## src/rtl/mem_arb_pkg.sv

```systemverilog
// Shared state encoding and default parameter values for the fetch/data memory arbiter.
package mem_arb_pkg;

  localparam int DEF_ADDR_W       = 32;
  localparam int DEF_DATA_W       = 32;
  localparam int DEF_STARVE_LIMIT = 4;

  typedef enum logic [1:0] {
    IDLE   = 2'd0,
    BUSY_D = 2'd1,
    BUSY_F = 2'd2
  } arb_state_e;

endpackage

```

## src/rtl/arb_starve_cnt.sv

```systemverilog
// Counts data grants that bypassed a waiting fetch; asserts force_f_o once the
// fetch port has been passed over STARVE_LIMIT times in a row.
module arb_starve_cnt
  import mem_arb_pkg::*;
#(
  parameter int STARVE_LIMIT = DEF_STARVE_LIMIT
) (
  input  logic clk,
  input  logic reset,
  input  logic f_req_i,
  input  logic d_grant_i,
  input  logic f_grant_i,
  output logic force_f_o
);

  localparam int CNT_W = $clog2(STARVE_LIMIT + 1);
  localparam logic [CNT_W-1:0] LIMIT = CNT_W'(STARVE_LIMIT);

  logic [CNT_W-1:0] cnt_q, cnt_d;

  always_comb begin
    cnt_d = cnt_q;
    if (f_grant_i) begin
      cnt_d = '0;
    end else if (d_grant_i && f_req_i && (cnt_q != LIMIT)) begin
      // Saturate so the forced fetch stays pending until it is actually granted.
      cnt_d = cnt_q + CNT_W'(1);
    end
  end

  always_ff @(posedge clk or posedge reset) begin
    if (reset) begin
      cnt_q <= '0;
    end else begin
      cnt_q <= cnt_d;
    end
  end

  assign force_f_o = (cnt_q == LIMIT);

endmodule

```

## src/rtl/mem_arbiter.sv

```systemverilog
// Arbitrates the instruction-fetch and MEM-stage data ports onto one memory port.
// Define ARB_STARVE_GUARD_EN to let a starved fetch win after STARVE_LIMIT data grants.
module mem_arbiter
  import mem_arb_pkg::*;
#(
  parameter int ADDR_W       = DEF_ADDR_W,
  parameter int DATA_W       = DEF_DATA_W,
  parameter int STARVE_LIMIT = DEF_STARVE_LIMIT
) (
  input  logic                clk,
  input  logic                reset,
  input  logic                f_req,
  input  logic [ADDR_W-1:0]   f_addr,
  output logic                f_done,
  output logic [DATA_W-1:0]   f_rdata,
  input  logic                d_req,
  input  logic                d_we,
  input  logic [DATA_W/8-1:0] d_be,
  input  logic [ADDR_W-1:0]   d_addr,
  input  logic [DATA_W-1:0]   d_wdata,
  output logic                d_done,
  output logic [DATA_W-1:0]   d_rdata,
  output logic                stall_f,
  output logic                stall_d,
  output logic                mem_req,
  output logic                mem_we,
  output logic [DATA_W/8-1:0] mem_be,
  output logic [ADDR_W-1:0]   mem_addr,
  output logic [DATA_W-1:0]   mem_wdata,
  input  logic [DATA_W-1:0]   mem_rdata,
  input  logic                mem_ack
);

  if (STARVE_LIMIT < 1) begin : g_bad_limit
    $error("mem_arbiter: STARVE_LIMIT must be at least 1");
  end

  arb_state_e            state_q, state_d;
  logic                  mem_req_q, mem_req_d;
  logic                  mem_we_q, mem_we_d;
  logic [DATA_W/8-1:0]   mem_be_q, mem_be_d;
  logic [ADDR_W-1:0]     mem_addr_q, mem_addr_d;
  logic [DATA_W-1:0]     mem_wdata_q, mem_wdata_d;
  logic                  f_done_q, f_done_d;
  logic                  d_done_q, d_done_d;
  logic [DATA_W-1:0]     f_rdata_q, f_rdata_d;
  logic [DATA_W-1:0]     d_rdata_q, d_rdata_d;
  logic                  grant_f, grant_d;
  logic                  force_f;

`ifdef ARB_STARVE_GUARD_EN
  arb_starve_cnt #(
    .STARVE_LIMIT(STARVE_LIMIT)
  ) u_starve_cnt (
    .clk      (clk),
    .reset    (reset),
    .f_req_i  (f_req),
    .d_grant_i(grant_d),
    .f_grant_i(grant_f),
    .force_f_o(force_f)
  );
`else
  assign force_f = 1'b0;
`endif

  // Grants only from IDLE, and never in a done cycle, which gives the one-cycle gap.
  always_comb begin
    grant_f = 1'b0;
    grant_d = 1'b0;
    if ((state_q == IDLE) && !f_done_q && !d_done_q) begin
      grant_f = f_req && (!d_req || force_f);
      grant_d = d_req && !grant_f;
    end
  end

  always_comb begin
    state_d     = state_q;
    mem_req_d   = mem_req_q;
    mem_we_d    = mem_we_q;
    mem_be_d    = mem_be_q;
    mem_addr_d  = mem_addr_q;
    mem_wdata_d = mem_wdata_q;
    f_done_d    = 1'b0;
    d_done_d    = 1'b0;
    f_rdata_d   = f_rdata_q;
    d_rdata_d   = d_rdata_q;
    case (state_q)
      IDLE: begin
        if (grant_d) begin
          state_d     = BUSY_D;
          mem_req_d   = 1'b1;
          mem_we_d    = d_we;
          mem_be_d    = d_be;
          mem_addr_d  = d_addr;
          mem_wdata_d = d_wdata;
        end else if (grant_f) begin
          state_d     = BUSY_F;
          mem_req_d   = 1'b1;
          mem_we_d    = 1'b0;
          mem_be_d    = '0;
          mem_addr_d  = f_addr;
          mem_wdata_d = '0;
        end
      end
      BUSY_D: begin
        if (mem_ack) begin
          state_d   = IDLE;
          mem_req_d = 1'b0;
          d_done_d  = 1'b1;
          d_rdata_d = mem_rdata;
        end
      end
      BUSY_F: begin
        if (mem_ack) begin
          state_d   = IDLE;
          mem_req_d = 1'b0;
          f_done_d  = 1'b1;
          f_rdata_d = mem_rdata;
        end
      end
      default: begin
        state_d   = IDLE;
        mem_req_d = 1'b0;
      end
    endcase
  end

  always_ff @(posedge clk or posedge reset) begin
    if (reset) begin
      state_q     <= IDLE;
      mem_req_q   <= 1'b0;
      mem_we_q    <= 1'b0;
      mem_be_q    <= '0;
      mem_addr_q  <= '0;
      mem_wdata_q <= '0;
      f_done_q    <= 1'b0;
      d_done_q    <= 1'b0;
      f_rdata_q   <= '0;
      d_rdata_q   <= '0;
    end else begin
      state_q     <= state_d;
      mem_req_q   <= mem_req_d;
      mem_we_q    <= mem_we_d;
      mem_be_q    <= mem_be_d;
      mem_addr_q  <= mem_addr_d;
      mem_wdata_q <= mem_wdata_d;
      f_done_q    <= f_done_d;
      d_done_q    <= d_done_d;
      f_rdata_q   <= f_rdata_d;
      d_rdata_q   <= d_rdata_d;
    end
  end

  assign mem_req   = mem_req_q;
  assign mem_we    = mem_we_q;
  assign mem_be    = mem_be_q;
  assign mem_addr  = mem_addr_q;
  assign mem_wdata = mem_wdata_q;
  assign f_done    = f_done_q;
  assign d_done    = d_done_q;
  assign f_rdata   = f_rdata_q;
  assign d_rdata   = d_rdata_q;
  assign stall_f   = f_req && !f_done_q;
  assign stall_d   = d_req && !d_done_q;

endmodule

```

## config.mk

```make
export PLATFORM = sky130hd
export DESIGN_NAME = mem_arbiter
export DESIGN_NICKNAME = d
export VERILOG_FILES = /design/src/rtl/mem_arb_pkg.sv /design/src/rtl/arb_starve_cnt.sv /design/src/rtl/mem_arbiter.sv
export SDC_FILE = /design/constraint.sdc
export NUM_CORES = 1
export LEC_CHECK = 0
export BUFFER_PORTS_ARGS = -buffer_cell sky130_fd_sc_hd__buf_4
export CELL_PAD_IN_SITES_DETAIL_PLACEMENT = 1
export CELL_PAD_IN_SITES_GLOBAL_PLACEMENT = 2
export CORE_AREA = 8 8 137 164
export CTS_CLUSTER_SIZE = 28
export DETAILED_ROUTE_END_ITERATION = 7
export DIE_AREA = 0 0 145 172
export PLACE_DENSITY = 0.82
export SLEW_MARGIN = 20
export SYNTH_ARGS = -nofsm -noshare
export SYNTH_HDL_FRONTEND = slang
export SYNTH_SLANG_ARGS = --single-unit
```

## constraint.sdc

```tcl
create_clock -name clk -period 5.3 [get_ports clk]
set_clock_uncertainty 0.15 [all_clocks]
set_input_delay 0.795 -clock clk [delete_from_list [all_inputs] [get_ports clk]]
set_output_delay 0.795 -clock clk [all_outputs]
set_load 0.1 [all_outputs]
```

Word level (Yosys, flattened, before mapping) --
Cells that the tools add are included.
Storage, ports and cells: bits in registers 138, bits in latches 0, bits in writable memories 0, bits in read-only memories 0, input bits 138, word-level logic and storage cells 52, memories 0
Cells by class: $add $sub $neg 0, $mul 0, div/mod/pow operators 0, order comparisons 0, equality and inequality tests 4, shifts and indexed selects 0, mux-type cells 21, bitwise operators 0, reduce and logical (&&, ||, !) cells 17
Operators by type and width (number):
- $mux 32 | 4
- $mux 1 | 10
- $mux 4 | 2
- $reduce_and 2->1 | 4
- $logic_and 1x1->1 | 6
- $mux 2 | 3
- $logic_not 1->1 | 4
- $pmux 2 s2 | 1
- $ne 3x3->1 const B | 1
- $eq 2x1->1 const B | 1
- $eq 2x2->1 const B | 1
- $logic_not 2->1 | 1
- $ne 2x1->1 const B | 1
- $pmux 1 s2 | 1
- $reduce_bool 2->1 | 1
- $reduce_or 2->1 | 1

Depth between registers and ports, before layout --
Gate-level depths: netlist of run 1.
depth in word-level cells 7, depth in mapped cells 7, mapped depth without buffers 5

Worst setup path before layout of run 1 --
Ideal clock, no wire load.
path type input port to flip-flop, start input d_req, end register mem_wdata_q[0], in the netlist mem_wdata[0], setup time 0.069 ns, arrival 3.144 ns, data required time 5.081 ns, setup slack 1.937 ns, cell stages on the path 6, path buffers 3, cell sequence buf_2 -> nor2b_1 -> and3b_1 -> buf_2 -> buf_2 -> a22o_1
Between the ends: longest elaborated chain between the ends 7, elaborated cells between the ends (all ways) 9, those cells by class 3 x mux; 6 x reduce/logical
RTL lines:
- start: declaration | line mem_arbiter.sv:16 | input logic d_req,
- $logic_not 1->1 | line mem_arbiter.sv:71 | grant_f = f_req && (!d_req || force_f);
- $logic_and 1x1->1 | line mem_arbiter.sv:71
- $logic_not 1->1 | line mem_arbiter.sv:72 | grant_d = d_req && !grant_f;
- $logic_and 1x1->1 | line mem_arbiter.sv:72
- $mux 1 | line mem_arbiter.sv:70 | if ((state_q == IDLE) && !f_done_q && !d_done_q) begin
- $reduce_bool 2->1 (no source line)
- $reduce_and 2->1 (no source line)
- end signal: assignment | line mem_arbiter.sv:146 | mem_wdata_q <= mem_wdata_d;
- end: declaration | line mem_arbiter.sv:43 | logic [DATA_W-1:0] mem_wdata_q, mem_wdata_d;
Several ways; a longest one is shown, not always the timed one. A chain may end at the register's enable or synchronous reset.

Worst setup path in the final report of run 1 --
start register state_q[1], end register mem_wdata_q[23], in the netlist mem_wdata[23]
Between the ends: longest elaborated chain between the ends 6, elaborated cells between the ends (all ways) 8, those cells by class 3 x mux; 5 x reduce/logical
RTL lines:
- start: declaration | line mem_arbiter.sv:38 | arb_state_e state_q, state_d;
- start signal: assignment | line mem_arbiter.sv:141 | state_q <= state_d;
- $logic_not 2->1 (*) | line mem_arbiter.sv:70, mem_arbiter.sv:87
- $logic_and 1x1->1 (2 in a row) | line mem_arbiter.sv:70
- $mux 1 | line mem_arbiter.sv:70
- $reduce_bool 2->1 (no source line)
- $reduce_and 2->1 (no source line)
Mark *: on every way between the ends. The rest lies on a longest branch, timed or not.

==> results of run 1 <==
[routing by layer]
| metal | GRT usage [%] | wire (um) | up-vias |
|---|---|---|---|
| li1 | - | - | 2015 |
| met1 | 16.0 | 7230 | 2252 |
| met2 | 26.0 | 9720 | 180 |
| met3 | 6.41 | 1480 | 30 |
| met4 | 5.54 | 488 | 2 |
| met5 | 0 | 13 | - |
[cell type report]
| cell class | instances | share of cell area (%) |
|---|---|---|
| Clock buffer | 18 | 5.21 |
| Inverter | 5 | 0.282 |
| Timing Repair Buffer | 281 | 25.1 |
| Tap cell | 265 | 3.94 |
| Sequential cell | 138 | 41.0 |
| Clock inverter | 14 | 2.72 |
| Multi-Input combinational cell | 218 | 21.7 |
[stage by stage]
step | worst slack [ns] | utilization (%)
final | 2.84 | 42.3
after global routing | 2.62 | 42.3
after CTS | 2.81 | 42.3
after detailed placement | 2.45 | 39.0
after global placement | 2.53 | 38.9
after floorplan | 0.659 | -
[worst reg2reg max path: stages (launching register included)]
cell and delay (ns):
dfrtp_1 0.40, inv_1 0.10, ha_1 0.28, nor3b_4 0.67, nand2_1 0.13, buf_4 0.30
a22o_1 0.32
[worst paths after layout]
path	startpoint	to	slack [ns]	cells after the start
setup / recovery	state_q[1]	mem_wdata[23]	2.84	6
hold / removal	d_rdata[26]	d_rdata[26]	0.34	1
setup reg to reg	state_q[1]	mem_wdata[23]	2.84	6
hold reg to reg	d_rdata[26]	d_rdata[26]	0.34	1
max in group asynchronous	reset	d_rdata[16]	3.55	3
min in group asynchronous	reset	f_rdata[11]	0.45	2
[state kept, by name (all words and copies together) (netlist names)]
register   flops
mem_req        1
f_rdata       32
state_q        2
mem_be         4
d_done         1
f_done         1
mem_we         1
mem_wdata     32
d_rdata       32
mem_addr      32
[cells by family (layout without fill, tap and decap cells)]
group / count (synthesis) / after routing / share of synthesized area [%]
AOI/OAI and AO/OA: 106 / 106 / 15.5
adders and majority gates: 3 / 3 / 0.689
buffers and inverters: 36 / 318 / 3.28
DFF: 138 / 138 / 63.4
muxes: 64 / 64 / 13.2
and+or+nand+nor: 45 / 45 / 3.95
[layout by cell type, fill, tap and decap left out, drive strengths merged, types with 2 or more instances in the layout]
master   Yosys  final
o32ai       29     29
nand2b       2      2
o2bb2ai      4      4
dfrtp      138    138
o22ai       29     29
buf         21    281
nand2        3      3
ha           3      3
mux2        64     64
a22oi        4      4
clkbuf      10     18
clkinv       0      2
bufinv       0      5
a22o        37     37
inv          5     12
nor2b        4      4
nor2        30     30
==> summary.md, run 1 <==
| Metric | Value |
|---|---|
| Syn Area/Cell | `13.9 sq um` |
| CP Cell Sequence | `inv_1 -> ha_1 -> nor3b_4 -> nand2_1 -> buf_4 -> a22o_1` |
| Crit-path leading delay family | `simple AND/OR/NAND/NOR gates` |
| DRT Wirelength | `18.9 mm` |
| DRT iter0 DRCs | `166` |
| HPWL Detailed | `14.2 mm` |
| Clock transition at path regs | `0.06 ns` |
| CTS-repair resized insts | `0` |
| Fmax | `406 MHz` |
| Post-route insts no fill | `939` |
| CTS buffer count | `17` |
| Area contributors post-synth | `dfrtp_1, mux2_1, a22o_1, o32ai_1, o22ai_1` |
| Setup CP Type | `reg2reg` |
| Area Growth Syn to Fin | `54.5%` |
| Largest net degree at the start of global routing | `107` |
| Inst Count DP | `907` |
| PortBufs | `275` |
| Maxcap violations | `0` |
| RSZ-0062 raised after global routing | `false` |
| Setup Fix Bufs, Post-CTS | `0` |
| Synth top cells by count | `dfrtp_1, mux2_1, a22o_1` |
| Post-synth top area cell | `dfrtp_1` |
| # fillers | `2,129` |
| Synth Cell Area | `5450 sq um` |
| Share of post-route cells with drive strength above 1 | `47.6%` |
| Worst-margin pin slew | `0.949 ns` |
| Final period util | `46.5%` |
| Multi-input gate area | `1830 sq um` |
| CP max stage delay | `0.67 ns` |
| Clock Latency Late Sink | `0.41 ns` |
| DIE AREA | `24,900 sq um` |
| Crit path arrival time | `2.60 ns` |
| CP required | `5.44 ns` |
| Clock sinks | `138` |
| Die Span X | `145 um` |
| Startpoint Class | `flop` |
| Vias/cell | `4.77` |
| Antenna violations before repair | `1` |
| Clock root buffer | `clkbuf_16` |
| DRC viols | `0` |
| Nets | `802` |
| CTS tree | `built` |
| Normalized max-slew margin | `36.7%` |
| Cell with the most instances after synthesis | `dfrtp_1` |
| Synth Flop Type | `dfrtp_1` |
| Post-DP Area | `7750 sq um` |
| Routability Congestion | `0.773` |
| Cells after Synth | `392` |
| GR Util All Layers | `15.0%` |
| Critical path fanouts, max | `41` |
| Ys async rst share | `100%` |
| Synthesis Warnings | `0` |
| Fin area | `8420 sq um` |
| DRT antenna net count | `0` |
| Drt first pass iters | `4` |
| Vias in the first global route | `5,148` |
| Wire per inst | `20.2 um` |
| Final setup TNS | `0 ns` |
| Fin crit period | `2.46 ns` |
| Initial Utilization | `27.4%` |
| #FFs+latches synth | `138` |
| Overflow after GRT | `0` |
| Slowest CP cell | `nor3b_4` |
| Synth top area share | `63.4%` |
| Final hold slack | `0.341 ns` |
| Hold buffers post-CTS | `0` |
| CTS HTree Levels | `4` |
| Hold Path Class | `reg2reg` |
| Final setup vio count | `0` |
| First-pass GRT wire length | `29.4 mm` |
| IO Pins | `276` |
| Hold Vio Cnt, Final | `0` |
| Slew Limit Fails | `0` |
| Post-synth EDFFs | `0` |
| Synth cell types | `27` |
| Clock Path Buffers | `2` |
| Sequential element share of the synthesized area | `63.4%` |
| Endpoint type of the worst setup path | `flop` |
| Syn Nets | `533` |
| Die Span Y | `172 um` |
| # diodes | `0` |
| Total number of vias | `4,479` |
| Row Count | `57` |
| Status | `finished clean` |
| Core Area | `19,900 sq um` |
| Register area | `3450 sq um` |
| Bufs and invs on worst path | `2` |
Power of run 1 is left out: the tool's default activity adds up to more than one toggle a clock period on the data nets, which glitch-free logic cannot reach.
==> inputs of run 2 (changes only) <==
==> constraint.sdc (replaced) <==
create_clock -name clk -period 2.3 [get_ports clk]
set_clock_uncertainty 0.15 [all_clocks]
set_input_delay 0.345 -clock clk [delete_from_list [all_inputs] [get_ports clk]]
set_output_delay 0.345 -clock clk [all_outputs]
set_load 0.1 [all_outputs]
==> run 2 against run 1 <==
  * Critical endpoint is now mem_addr[17]
  * Non-clock buffer count increased by 69
  * Final cell count increased by 7.3%
  * Critical path type unchanged
  * Critical path depth unchanged
==> summary.md, run 2 (same netlist as run 1, synthesis figures left out) <==
| Metric | Value |
|---|---|
| Most common cell after layout, fill and taps aside | `buf_4 (unchanged)` |
| First-pass GRT wire length | `32.7 mm (was 29.4 mm)` |
| Die Span X | `145 um (unchanged)` |
| Clock sinks | `138 (unchanged)` |
| Hold Vio Cnt, Final | `0 (unchanged)` |
| Reg2Reg Setup Slack | `0.19 ns (was 2.84 ns)` |
| Area Growth Syn to Fin | `67.0% (was 54.5%)` |
| # fillers | `2,063 (was 2,129)` |
| Drt first pass iters | `4 (unchanged)` |
| Core Area | `19,900 sq um (unchanged)` |
| Endpoint type of the worst setup path | `flop (unchanged)` |
| Final hold slack | `0.0212 ns (was 0.341 ns)` |
| Die Span Y | `172 um (unchanged)` |
| HPWL Detailed | `14.4 mm (was 14.2 mm)` |
| PortBufs | `275 (unchanged)` |
| Critical path fanouts, max | `28 (was 41)` |
| Routability Congestion | `0.763 (was 0.773)` |
| Inst Count DP | `913 (was 907)` |
| CTS HTree Levels | `4 (unchanged)` |
| Clock transition at path regs | `0.06 ns (about the same)` |
| Clock root buffer | `clkbuf_16 (unchanged)` |
| DRT Wirelength | `20.9 mm (was 18.9 mm)` |
| Post-route insts no fill | `1,008 (was 939)` |
| Share of post-route cells with drive strength above 1 | `43.7% (was 47.6%)` |
| Maxcap violations | `0 (unchanged)` |
| CTS tree | `built (unchanged)` |
| CP required | `2.44 ns (was 5.44 ns)` |
| Largest net degree at the start of global routing | `71 (was 107)` |
| Slew Limit Fails | `0 (unchanged)` |
| Overflow after GRT | `0 (unchanged)` |
| Setup CP Type | `reg2reg (unchanged)` |
| Clock Latency Late Sink | `0.41 ns (about the same)` |
| Fmax | `475 MHz (was 406 MHz)` |
| Worst-margin pin slew | `0.449 ns (was 0.949 ns)` |
| Crit path arrival time | `2.25 ns (was 2.60 ns)` |
| Hold Startpoint | `mem_rdata[28] (was d_rdata[26])` |
| Fin crit period | `2.11 ns (was 2.46 ns)` |
| Commonest non-fill, non-tap cells in the layout | `buf_4, dfrtp_1, mux2_1 (unchanged)` |
| Row Count | `57 (unchanged)` |
| Final setup vio count | `0 (unchanged)` |
| Vias in the first global route | `5,590 (was 5,148)` |
| Critical path origin | `state_q[1] (unchanged)` |
| IO Pins | `276 (unchanged)` |
| CTS buffer count | `17 (unchanged)` |
| DRT antenna net count | `0 (unchanged)` |
| Multi-input gate area | `1830 sq um (about the same)` |
| Startpoint Class | `flop (unchanged)` |
| Antenna violations before repair | `1 (unchanged)` |
| DRC viols | `0 (unchanged)` |
| Util after Layout | `45.7% (was 42.3%)` |
| Worst reg2reg startpoint | `state_q[1] (unchanged)` |
| Wire per inst | `20.8 um (was 20.2 um)` |
| Status | `finished clean (unchanged)` |
| CTS-repair resized insts | `0 (unchanged)` |
| Initial Utilization | `27.4% (unchanged)` |
| Total number of vias | `4,809 (was 4,479)` |
| Final period util | `91.6% (was 46.5%)` |
| DIE AREA | `24,900 sq um (unchanged)` |
| Vias/cell | `4.77 (about the same)` |
| Clock Path Buffers | `2 (unchanged)` |
| Normalized max-slew margin | `70.1% (was 36.7%)` |
| Final setup TNS | `0 ns (unchanged)` |
| Hold Path Class | `in2reg (was reg2reg)` |
| Register area | `3450 sq um (about the same)` |
| Nets | `871 (was 802)` |
| RSZ-0062 raised after global routing | `false (unchanged)` |
| DRT iter0 DRCs | `116 (was 166)` |
| GR Util All Layers | `16.7% (was 15.0%)` |
run 2: final timing paths:
path,depth (start not counted),endpoint
setup / recovery,6,mem_addr[17]
hold / removal,2,d_rdata[28]
setup reg to reg,6,mem_addr[17]
hold reg to reg,1,d_rdata[4]
max in group asynchronous,4,mem_wdata[11]
min in group asynchronous,4,mem_addr[11]
run 2: cell type report:
cell class / instances / area share [%]
antenna: 1 / 0.0275
clock buffer: 18 / 4.71
clock inverter: 13 / 2.12
inverter: 5 / 0.247
multi-input combinational: 218 / 20.2
sequential: 138 / 38.0
tap: 265 / 3.64
timing repair buffer: 350 / 31.1
run 2: repair_timing:
action | in CTS | in global routing
endpoints found under the hold margin | 217 | 2
buffers inserted | 0 | 0
hold buffers | 61 | 2
run 2: critical path, stage by stage (launching register included):
cell and delay (ns):
dfrtp_1 0.41, inv_1 0.11, ha_1 0.28, or3b_1 0.39, buf_4 0.24, o32ai_1 0.32
nor2_1 0.07
run 2: per-stage QoR:
step / area, sq um / worst slack [ns]
6_report: 9100 / 0.193
5_1_grt: 9100 / 0.0360
4_1_cts: 9080 / 0.206
3_5_place_dp: 7850 / 0.208
3_3_place_gp: 7850 / 0.318
2_1_floorplan: 5470 / -0.0648
run 2: per-layer routing:
metal / vias up / routed length (um) / GRT usage, %
met5: - / 0 / 0
met4: 0 / 604 / 7.24
met3: 34 / 1570 / 6.73
met2: 194 / 10900 / 29.5
met1: 2412 / 7830 / 17.3
li1: 2169 / - / -
Power of run 2 is left out for the same reason.
